<file path="src/rtl/beta_seq_controller.sv">
// Multi-cycle sequencer for the Beta CPU: walks fetch/decode/memory/execute phases,
// handles memory handshake timeouts, halt, interrupt acceptance and a sticky fault.
module beta_seq_controller #(
    parameter int unsigned OPC_W   = 6,
    parameter int unsigned TIMEOUT = 16,
    parameter int unsigned CNT_W   = 5,
    parameter int unsigned IRQ_EN  = 1
) (
    input  logic             clk,
    input  logic             reset,
    input  logic [OPC_W-1:0] opcode,
    input  logic             mem_ack,
    input  logic             irq,
    input  logic             halt,
    output logic [2:0]       state,
    output logic             mem_req,
    output logic             mem_we,
    output logic             ir_load,
    output logic             pc_inc,
    output logic             rf_we,
    output logic             retire,
    output logic             irq_take,
    output logic             fault
);

    localparam logic [2:0] S_FETCH     = 3'd0;
    localparam logic [2:0] S_PC_UPDATE = 3'd1;
    localparam logic [2:0] S_DECODE    = 3'd2;
    localparam logic [2:0] S_MEM_READ  = 3'd3;
    localparam logic [2:0] S_EXECUTE   = 3'd4;
    localparam logic [2:0] S_MEM_WRITE = 3'd5;
    localparam logic [2:0] S_HALTED    = 3'd6;
    localparam logic [2:0] S_FAULT     = 3'd7;

    localparam logic [1:0] C_LOAD  = 2'd0;
    localparam logic [1:0] C_STORE = 2'd1;
    localparam logic [1:0] C_EXEC  = 2'd2;
    localparam logic [1:0] C_ILL   = 2'd3;

    localparam logic              TO_EN    = (TIMEOUT != 0);
    localparam logic              IRQ_ON   = (IRQ_EN != 0);
    localparam int unsigned       TO_LAST  = (TIMEOUT == 0) ? 0 : TIMEOUT - 1;
    localparam logic [CNT_W-1:0]  CNT_LAST = CNT_W'(TO_LAST);
    localparam logic [CNT_W-1:0]  CNT_MAX  = '1;

    logic [2:0]       state_q, state_d;
    logic [1:0]       cls_q, cls_d;
    logic [CNT_W-1:0] cnt_q, cnt_d;
    logic [5:0]       op6;
    logic [1:0]       op_cls;
    logic             req_c, ack_c, timeout_c, retire_c;

    // Opcode class decode on the low six bits
    always_comb begin
        op6    = opcode[5:0];
        op_cls = C_ILL;
        if (op6 == 6'h18 || op6 == 6'h1F)
            op_cls = C_LOAD;
        else if (op6 == 6'h19)
            op_cls = C_STORE;
        else if (op6 == 6'h1B || op6 == 6'h1C || op6 == 6'h1D || op6[5])
            op_cls = C_EXEC;
    end

    assign req_c     = (state_q == S_FETCH) || (state_q == S_MEM_READ) || (state_q == S_MEM_WRITE);
    assign ack_c     = req_c && mem_ack;
    assign timeout_c = TO_EN && req_c && !mem_ack && (cnt_q == CNT_LAST);
    assign retire_c  = ((state_q == S_EXECUTE) && (cls_q != C_STORE)) ||
                       ((state_q == S_MEM_WRITE) && mem_ack);

    always_comb begin
        state_d = state_q;
        cls_d   = cls_q;
        case (state_q)
            S_FETCH: begin
                if (mem_ack)        state_d = S_PC_UPDATE;
                else if (timeout_c) state_d = S_FAULT;
            end
            S_PC_UPDATE: state_d = S_DECODE;
            S_DECODE: begin
                cls_d = op_cls;
                case (op_cls)
                    C_LOAD:          state_d = S_MEM_READ;
                    C_STORE, C_EXEC: state_d = S_EXECUTE;
                    default:         state_d = S_FAULT;
                endcase
            end
            S_MEM_READ: begin
                if (mem_ack)        state_d = S_EXECUTE;
                else if (timeout_c) state_d = S_FAULT;
            end
            S_EXECUTE: begin
                if (cls_q == C_STORE) state_d = S_MEM_WRITE;
                else                  state_d = halt ? S_HALTED : S_FETCH;
            end
            S_MEM_WRITE: begin
                if (mem_ack)        state_d = halt ? S_HALTED : S_FETCH;
                else if (timeout_c) state_d = S_FAULT;
            end
            S_HALTED: begin
                if (!halt) state_d = S_FETCH;
            end
            default: state_d = S_FAULT;
        endcase

        // Wait counter restarts on every state change (covers memory-state entry) and on ack
        cnt_d = cnt_q;
        if (state_d != state_q || ack_c)
            cnt_d = '0;
        else if (req_c && cnt_q != CNT_MAX)
            cnt_d = cnt_q + CNT_W'(1);
    end

    always_ff @(posedge clk) begin
        if (reset) begin
            state_q <= S_FETCH;
            cls_q   <= C_LOAD;
            cnt_q   <= '0;
        end else begin
            state_q <= state_d;
            cls_q   <= cls_d;
            cnt_q   <= cnt_d;
        end
    end

    // Strobes decode the state register; reset forces all of them low immediately
    assign state    = reset ? S_FETCH : state_q;
    assign mem_req  = !reset && req_c;
    assign mem_we   = !reset && (state_q == S_MEM_WRITE);
    assign ir_load  = !reset && (state_q == S_FETCH) && mem_ack;
    assign pc_inc   = !reset && (state_q == S_PC_UPDATE);
    assign rf_we    = !reset && (state_q == S_EXECUTE) && (cls_q != C_STORE);
    assign retire   = !reset && retire_c;
    assign irq_take = !reset && retire_c && IRQ_ON && irq && !halt;
    assign fault    = !reset && (state_q == S_FAULT);

endmodule
</file>
<file path="config.mk">
export PLATFORM = sky130hd
export DESIGN_NAME = beta_seq_controller
export DESIGN_NICKNAME = d
export VERILOG_FILES = /design/src/rtl/beta_seq_controller.sv
export SDC_FILE = /design/constraint.sdc
export NUM_CORES = 1
export LEC_CHECK = 0
export CAP_MARGIN = 20
export CORE_ASPECT_RATIO = 1.2
export CORE_MARGIN = 4
export CORE_UTILIZATION = 52
export CTS_CLUSTER_SIZE = 28
export DETAILED_ROUTE_END_ITERATION = 16
export HOLD_SLACK_MARGIN = 0.02
export MAX_ROUTING_LAYER = met4
export PLACE_DENSITY = 0.91
export SLEW_MARGIN = 10
export SYNTH_ARGS = -nofsm -noshare
export SYNTH_HDL_FRONTEND = slang
export SYNTH_SLANG_ARGS = --single-unit
</file>
<file path="constraint.sdc">
create_clock -name clk -period 4.04 [get_ports clk]
set_input_delay 0.808 -clock clk [delete_from_list [all_inputs] [get_ports clk]]
set_output_delay 0.808 -clock clk [all_outputs]
set_load 0.05 [all_outputs]
</file>
==> reports/qor.csv, run 1 <==
stage,metric,value,unit
status,status,completed,
drt,final_antenna_net_count,0,
cells_and_area,num_antenna_cells,0,
cells_and_area,stdcell_count,150,
clocking,htree_levels,1,
drt,drc,0,
power,p_leak,0.436,nW
grt,gr-usage-met2,36.2,%
cells_and_area,syn2layout_area_growth,21.8,%
clocking,clk_pin_slew,0.06,ns
clocking,post_cts_buffers,0,
flow_run,drv_cap,0,
synthesis,synth-seq-cells,10,
synthesis,async_flop_share,0,%
clocking,post_cts_resized,0,
sta,setup_viol,0,
clocking,cts_buffer_depth,2,
die,io_pins,22,
synthesis,ys_seq_area_share,21.7,%
sta,final_max_slew_viol_count,0,
clocking,cts_hold_buf,0,
sta,worstMarginPinSlew,0.689,ns
sta,fin_ws,0.372,ns
die,dieArea,2520,um^2
clocking,cts_tree,yes,
die,die_h,54.2,um
sta,finClkSkew,0.00275,ns
critical_path,end_kind,output pin,
synthesis,syn_nets,131,
critical_path,crit_path_start_kind,primary input,
critical_path,crit_path_top_delay_cell,clkdlybuf4s50_1,
sta,fin_crit_sh,90.8,%
cells_and_area,fin_area,1120,um^2
clocking,cts_buffers,3,
critical_path,cpPeakStageDelay,0.86,ns
drt,vias_per_cell,6.26,
synthesis,yosysTopAreaCell,dfxtp_1,
grt,grt_max_degree,24,
power,power.density,726,nW/um^2
synthesis,yosys_warnings,0,
grt,first_global_vias,880,
critical_path,cp.required,3.23,ns
power,ir_drop,0.000486,V
critical_path,crit_path_frequent_cell,clkdlybuf4s50_1,
grt,use_met1,27.3,%
sta,hold_violations,0,
drt,dr.pass1.iters,4,
clocking,cts.sinks,10,
critical_path,cp_top_family,buffers and inverters,
placed_design,dp_cells,147,
sta,slew_headroom,54.0,%
critical_path,critPathMaxFanout,11,
die,start_util,55.6,%
placed_design,io_buffers,21,
drt,first_iter_violations,25,
drt,routed_wl,2270,um
synthesis,yosysUniqueCellTypes,47,
clocking,cts_root_buffer,clkbuf_4,
synthesis,avgSynthCellArea,7.96,um^2
sta,fin_crit,3.67,ns
placed_design,place_congestion,0.847,
synthesis,synth_edf_count,0,
grt,grt_pass1_wl,3940,um
synthesis,yosysTopAreaCellShare,21.7,%
drt,vias,939,
synthesis,syn_area,923,um^2
sta,rsz0062_at_grt,false,
grt,overflow,0,
placed_design,dpl.hpwl,1810,um
grt,grt_busiest_layer,met2,
placed_design,placed_area,1100,um^2
drt,wl_per_cell,15.1,um
hold_path,worstHoldPathType,reg -> reg,
grt,track_usage,22.0,%
cells_and_area,fin_nets,149,
cells_and_area,n_fill_cell,129,
critical_path,arrival,2.86,ns
synthesis,synthFlopType,dfxtp_1,
grt,grt_util_met3,4.01,%
synthesis,synthTopCellsByArea,"dfxtp_1, ha_1, nor2_1",
clocking,clk_latency,0.26,ns
sta,tns,0,ns
die,core_area,1660,um^2
die,rows,16,
cells_and_area,drive_above_1_share,10.6,%
sta,max_freq,0.273,GHz
grt,antenna_found_initial,0,
synthesis,postSynthCellCount,116,
die,die_width,46.5,um
placed_design,pre_cts_ws,0.370,ns
critical_path,crit_chain,clkdlybuf4s50_1 -> nor2_1 -> nand2_1 -> a211oi_1 -> clkdlybuf4s50_1,
critical_path,critical_path_class,in -> out,
critical_path,worst-path-buf-inv,2,
==> metal layers <==
layer	routed length (um)	vias up	part of all wire, %
li1	-	464	-
met1	898	441	40
met2	1190	34	53
met3	177	0	7.8
met4	0	0	0
met5	0	-	0
==> power by group <==
part           internal, mW  switching (mW)  total [mW]
Clock                0.0342          0.0304      0.0646
Sequential            0.124          0.0850       0.209
Combinational         0.224           0.319       0.543
==> path summary, 6_finish.rpt <==
path | endpoint | slack [ns] | depth (start not counted) | startpoint
setup / recovery | retire | 0.37 | 5 | reset
hold / removal | cls_q[1] | 0.54 | 2 | cls_q[1]
setup reg to reg | cnt_q[0] | 1.78 | 5 | state_q[1]
hold reg to reg | cls_q[1] | 0.54 | 2 | cls_q[1]
==> through the flow <==
step | power [mW] | utilization (%) | hold WS (ns)
3_5_place_dp | 0.755 | 66.3 | 0.543
3_3_place_gp | 0.740 | 66.3 | 0.524
4_1_cts | 0.817 | 67.7 | 0.550
2_1_floorplan | 0.648 | - | 0.502
6_report | 0.817 | 67.7 | 0.543
5_1_grt | 0.879 | 67.7 | 0.578
==> flip-flops by register name (all words and copies together), names as in the netlist <==
register  flops
cnt_q         5
cls_q         2
state_q       3
==> cell usage after synthesis, types with 3 or more instances <==
cell / number
nand2_1: 9
nor3_1: 7
buf_4: 3
ha_1: 4
dfxtp_1: 10
nand2b_1: 3
nor2_1: 13
nor2b_1: 5
o21ai_0: 5
a21oi_1: 9
inv_1: 3
and3_1: 3
==> area by class of cell <==
type	instances	area, um^2	share of cell area, %
Clock buffer	3	22.5	2.00
Inverter	4	15.0	1.33
Multi-Input combinational cell	94	657	58.4
Sequential cell	10	200	17.8
Tap cell	18	22.5	2.00
Timing Repair Buffer	21	208	18.5
==> placed cells by master (no fill, tap or decap), drive strengths merged, types with 4 or more instances in the layout <==
master,Yosys,routed
clkdlybuf4s50,0,20
nor2,13,13
dfxtp,10,10
a21oi,9,9
nand2,9,9
nor3,8,8
o21ai,5,5
nor2b,5,5
ha,4,4
==> worst reg2reg max path, delay by kind of cell (launching register included) <==
kind                   cells  cell delay, ns
multiplexers               1            0.29
buffers and inverters      1            0.42
AND/OR/NAND/NOR            2            0.21
flip-flops                 1            0.72
AO/OA/AOI/OAI              1            0.49
==> kinds of logic (layout without fill, tap and decap cells) <==
| group | count (synthesis) | after routing | share of synthesized area, % |
|---|---|---|---|
| buf+inv | 12 | 28 | 7.18 |
| flops | 10 | 10 | 21.7 |
| mux | 2 | 2 | 2.17 |
| simple gates | 49 | 49 | 27.8 |
| compound gates | 35 | 35 | 32.0 |
| xor+xnor | 4 | 4 | 3.79 |
| fa+ha+maj | 4 | 4 | 5.42 |
No activity file was read; power rests on OpenSTA's default activity.
==> run 2, diff against run 1 <==
Settings changed: CORE_UTILIZATION 52 to 30, PLACE_DENSITY 0.91 to 0.61, SLEW_MARGIN 10 to 20.
==> reports/qor.csv, run 2 (synthesis results as in run 1) <==
stage,metric,value,unit
status,status,completed,
grt,track_usage,13.0,%
die,rows,21,
sta,slew_headroom,53.2,%
clocking,cts_hold_buf,0,
clocking,htree_levels,1,
critical_path,crit_path_start_kind,primary input,
drt,final_antenna_net_count,0,
grt,first_global_vias,885,
sta,tns,0,ns
critical_path,critical_path_class,in -> out,
sta,rsz0062_at_grt,false,
cells_and_area,drive_above_1_share,13.2,%
grt,grt_pass1_wl,3950,um
grt,antenna_found_initial,0,
cells_and_area,fin_area,1180,um^2
die,die_h,68.8,um
power,p_leak,0.458,nW
die,dieArea,4030,um^2
grt,overflow,0,
critical_path,cp.required,3.23,ns
die,io_pins,22,
critical_path,critPathMaxFanout,5,
critical_path,reg2reg_from,state_q[1],
critical_path,end_kind,output pin,
drt,dr.pass1.iters,4,
sta,worstMarginPinSlew,0.701,ns
clocking,post_cts_resized,0,
hold_path,worstHoldPathType,reg -> reg,
drt,first_iter_violations,36,
die,start_util,32.2,%
hold_path,hp-start,cls_q[0],
drt,drc,0,
placed_design,dp_cells,166,
placed_design,dpl.hpwl,1840,um
sta,hold_violations,0,
die,die_width,58.6,um
placed_design,placed_area,1140,um^2
drt,wl_per_cell,14.1,um
drt,vias,944,
sta,setup_viol,0,
cells_and_area,syn2layout_area_growth,27.9,%
cells_and_area,layout_common_cells,"clkdlybuf4s50_1, nor2_1, dfxtp_1",
power,total_power,0.857,mW
placed_design,io_buffers,21,
cells_and_area,fin_nets,152,
cells_and_area,stdcell_count,170,
cells_and_area,num_antenna_cells,0,
die,core_area,2860,um^2
clocking,clk_latency,0.27,ns
clocking,cts_root_buffer,clkbuf_4,
clocking,cts_buffers,3,
clocking,clk_pin_slew,0.07,ns
sta,final_max_slew_viol_count,0,
grt,grt_max_degree,23,
cells_and_area,regMostFlops,cnt_q,
sta,fin_crit_sh,86.5,%
power,power.density,726,nW/um^2
sta,fin_crit,3.49,ns
cells_and_area,final_core_util,41.2,%
cells_and_area,largest_reg_flops,5,
sta,finClkSkew,0.00472,ns
clocking,cts_buffer_depth,2,
placed_design,place_congestion,0.844,
clocking,post_cts_buffers,0,
critical_path,arrival,2.68,ns
drt,vias_per_cell,5.55,
critical_path,crit_path_start,reset,
clocking,cts.sinks,10,
power,ir_drop,0.000285,V
drt,routed_wl,2410,um
flow_run,drv_cap,0,
cells_and_area,final_common_cell,clkdlybuf4s50_1,
cells_and_area,reg.largest.list,"cnt_q: 5 flops, state_q: 3 flops, cls_q: 2 flops",
clocking,cts_tree,yes,
sta,max_freq,0.286,GHz
-- run 2: cell types whose count changed in the layout (fill, tap and decap cells not counted), sizes merged --
cell | previous run | this run
buf | 1 | 4
clkbuf | 3 | 4
-- run 2: path summary, 6_finish.rpt --
path | endpoint | slack (ns) | depth (start not counted)
worst max-delay path | retire | 0.55 | 5
worst min-delay path | cls_q[0] | 0.56 | 3
worst max register to register | cnt_q[2] | 1.72 | 5
worst min register to register | cls_q[0] | 0.56 | 3
-- run 2: layout make-up --
cell class	instances	area, um^2
fillers	289	1680
multi-input cells	94	657
repair buffers	24	230
flip-flops and latches	10	200
well taps	34	42.5
clock buffers	4	36.3
inverters	4	15.0
-- run 2: per-layer routing --
metal | routed length, um | up-vias | GRT usage (%) | share of wire [%]
met1 | 1040 | 446 | 14.1 | 43
met4 | 36 | 0 | 6.80 | 1.5
met2 | 1200 | 26 | 22.3 | 50
met5 | 0 | - | - | 0
met3 | 126 | 4 | 2.61 | 5.2
li1 | - | 468 | - | -
-- run 2: power by group --
group	leakage (nW)	total, mW	internal, mW	switching [mW]
sequential	0.0814	0.191	0.124	0.0670
clock	0.0210	0.0939	0.0547	0.0392
combinational	0.356	0.572	0.231	0.342
-- run 2: critical path, cell delays in order --
cell	delay, ns
clkdlybuf4s50_1	0.49
nor2_1	0.14
nand2_1	0.10
a211oi_1	0.27
clkdlybuf4s50_1	0.87
-- run 2: stage by stage --
stage               setup slack [ns]  hold slack, ns
detailed placement             0.554           0.542
global route                   0.461           0.574
finish                         0.547           0.558
CTS                            0.542           0.552
global placement               0.597           0.526
floorplan                      0.396           0.502
==> run 3, diff against run 2 <==
Settings changed: PLACE_DENSITY 0.61 to 0.51, SKIP_LAST_GASP set to 1.
==> reports/qor.csv, run 3 (synthesis results as in run 1) <==
stage,metric,value,unit
clocking,cts_buffers,3,
sta,max_freq,0.277,GHz
drt,wl_met3,98,um
die,io_pins,22,
critical_path,reg2regPathDepth,5,
placed_design,io_buffers,21,
clocking,post_cts_resized,0,
drt,maxUsedRoutingLayer,met4,
clocking,htree_levels,1,
die,dieArea,4030,um^2
drt,first_iter_violations,29,
grt,overflow,0,
sta,slew_headroom,51.4,%
sta,tns,0,ns
critical_path,critPathMaxFanout,11,
clocking,cts_buffer_depth,2,
cells_and_area,num_antenna_cells,0,
die,die_h,68.8,um
critical_path,arrival,2.80,ns
sta,final_max_slew_viol_count,0,
grt,grt_pass1_wl,3950,um
placed_design,placed_area,1130,um^2
cells_and_area,fin_nets,150,
cells_and_area,largest_reg_flops,5,
drt,drc,0,
sta,fin_crit,3.61,ns
hold_path,holdPathStages,2,
critical_path,cp.required,3.23,ns
cells_and_area,drive_above_1_share,11.9,%
cells_and_area,stdcell_count,168,
cells_and_area,regMostFlops,cnt_q,
cells_and_area,syn2layout_area_growth,26.3,%
clocking,cts_tree,yes,
placed_design,place_congestion,0.800,
die,core_area,2860,um^2
cells_and_area,n_fill_cell,297,
clocking,cts.sinks,10,
drt,final_antenna_net_count,0,
die,die_width,58.6,um
placed_design,dp_cells,164,
power,p_leak,0.448,nW
sta,worstMarginPinSlew,0.729,ns
critical_path,critical_path_class,in -> out,
die,start_util,32.2,%
grt,antenna_found_initial,0,
die,rows,21,
clocking,post_cts_buffers,0,
grt,grt_max_degree,24,
status,status,completed,
flow_run,drv_cap,0,
drt,wl_per_cell,14.1,um
cells_and_area,fin_area,1170,um^2
clocking,clk_latency,0.28,ns
grt,track_usage,13.1,%
clocking,clk_pin_slew,0.07,ns
critical_path,end_kind,output pin,
drt,vias_per_cell,5.49,
drt,dr.pass1.iters,4,
sta,finClkSkew,0.00134,ns
power,power.density,731,nW/um^2
placed_design,dpl.hpwl,1750,um
cells_and_area,multi_input_comb_area,657,um^2
critical_path,ff2ff_setup_slack,1.70,ns
sta,fin_crit_sh,89.4,%
drt,routed_wl,2370,um
cells_and_area,layout_common_cells,"clkdlybuf4s50_1, nor2_1, dfxtp_1",
hold_path,worstHoldPathType,reg -> reg,
clocking,cts_root_buffer,clkbuf_4,
critical_path,crit_path_start_kind,primary input,
sta,rsz0062_at_grt,false,
grt,first_global_vias,826,
cells_and_area,reg.largest.list,"cnt_q: 5 flops, state_q: 3 flops, cls_q: 2 flops",
drt,routed-wl-met2,1060,um
clocking,cts_hold_buf,0,
cells_and_area,final_common_cell,clkdlybuf4s50_1,
drt,vias,923,
cells_and_area,seq_area,200,um^2
drt,wl_met1,1160,um
sta,hold_violations,0,
sta,setup_viol,0,
power,ir_drop,0.000316,V
## run 3: cell count changes in the layout (fill, tap and decap cells not counted)
cell	delta
buf_4	-2
## run 3: power by group
part	switching, mW	internal [mW]
Combinational	0.338	0.229
Clock	0.0390	0.0549
Sequential	0.0679	0.124
## run 3: path summary, 6_finish.rpt
kind,startpoint,to
setup / recovery,reset,retire
hold / removal,cls_q[1],cls_q[1]
setup reg to reg,state_q[1],cnt_q[1]
hold reg to reg,cls_q[1],cls_q[1]
## run 3: cell type report
class / count / area share (%)
clock buffer: 4 / 3.11
inverter: 4 / 1.29
multi-input combinational: 94 / 56.3
sequential: 10 / 17.2
tap: 34 / 3.65
timing repair buffer: 22 / 18.5
## run 3: per-stage QoR
step | util [%] | power (mW) | setup WS [ns] | hold slack [ns]
detailed placement | 39.4 | 0.759 | 0.400 | 0.537
global route | 40.7 | 0.910 | 0.275 | 0.575
global placement | 39.4 | 0.754 | 0.457 | 0.531
finish | 40.7 | 0.853 | 0.428 | 0.539
floorplan | - | 0.648 | 0.396 | 0.502
CTS | 40.7 | 0.857 | 0.402 | 0.545
## run 3: critical path, cell delays in order
cell,delay (ns)
clkdlybuf4s50_1,0.60
nor2_1,0.20
nand2_1,0.10
a211oi_1,0.23
clkdlybuf4s50_1,0.85
## run 3: routing by layer
metal,up-vias,global-route usage [%]
li1,469,-
met1,432,17.2
met2,17,19.3
met3,5,2.05
met4,0,7.08
met5,-,-
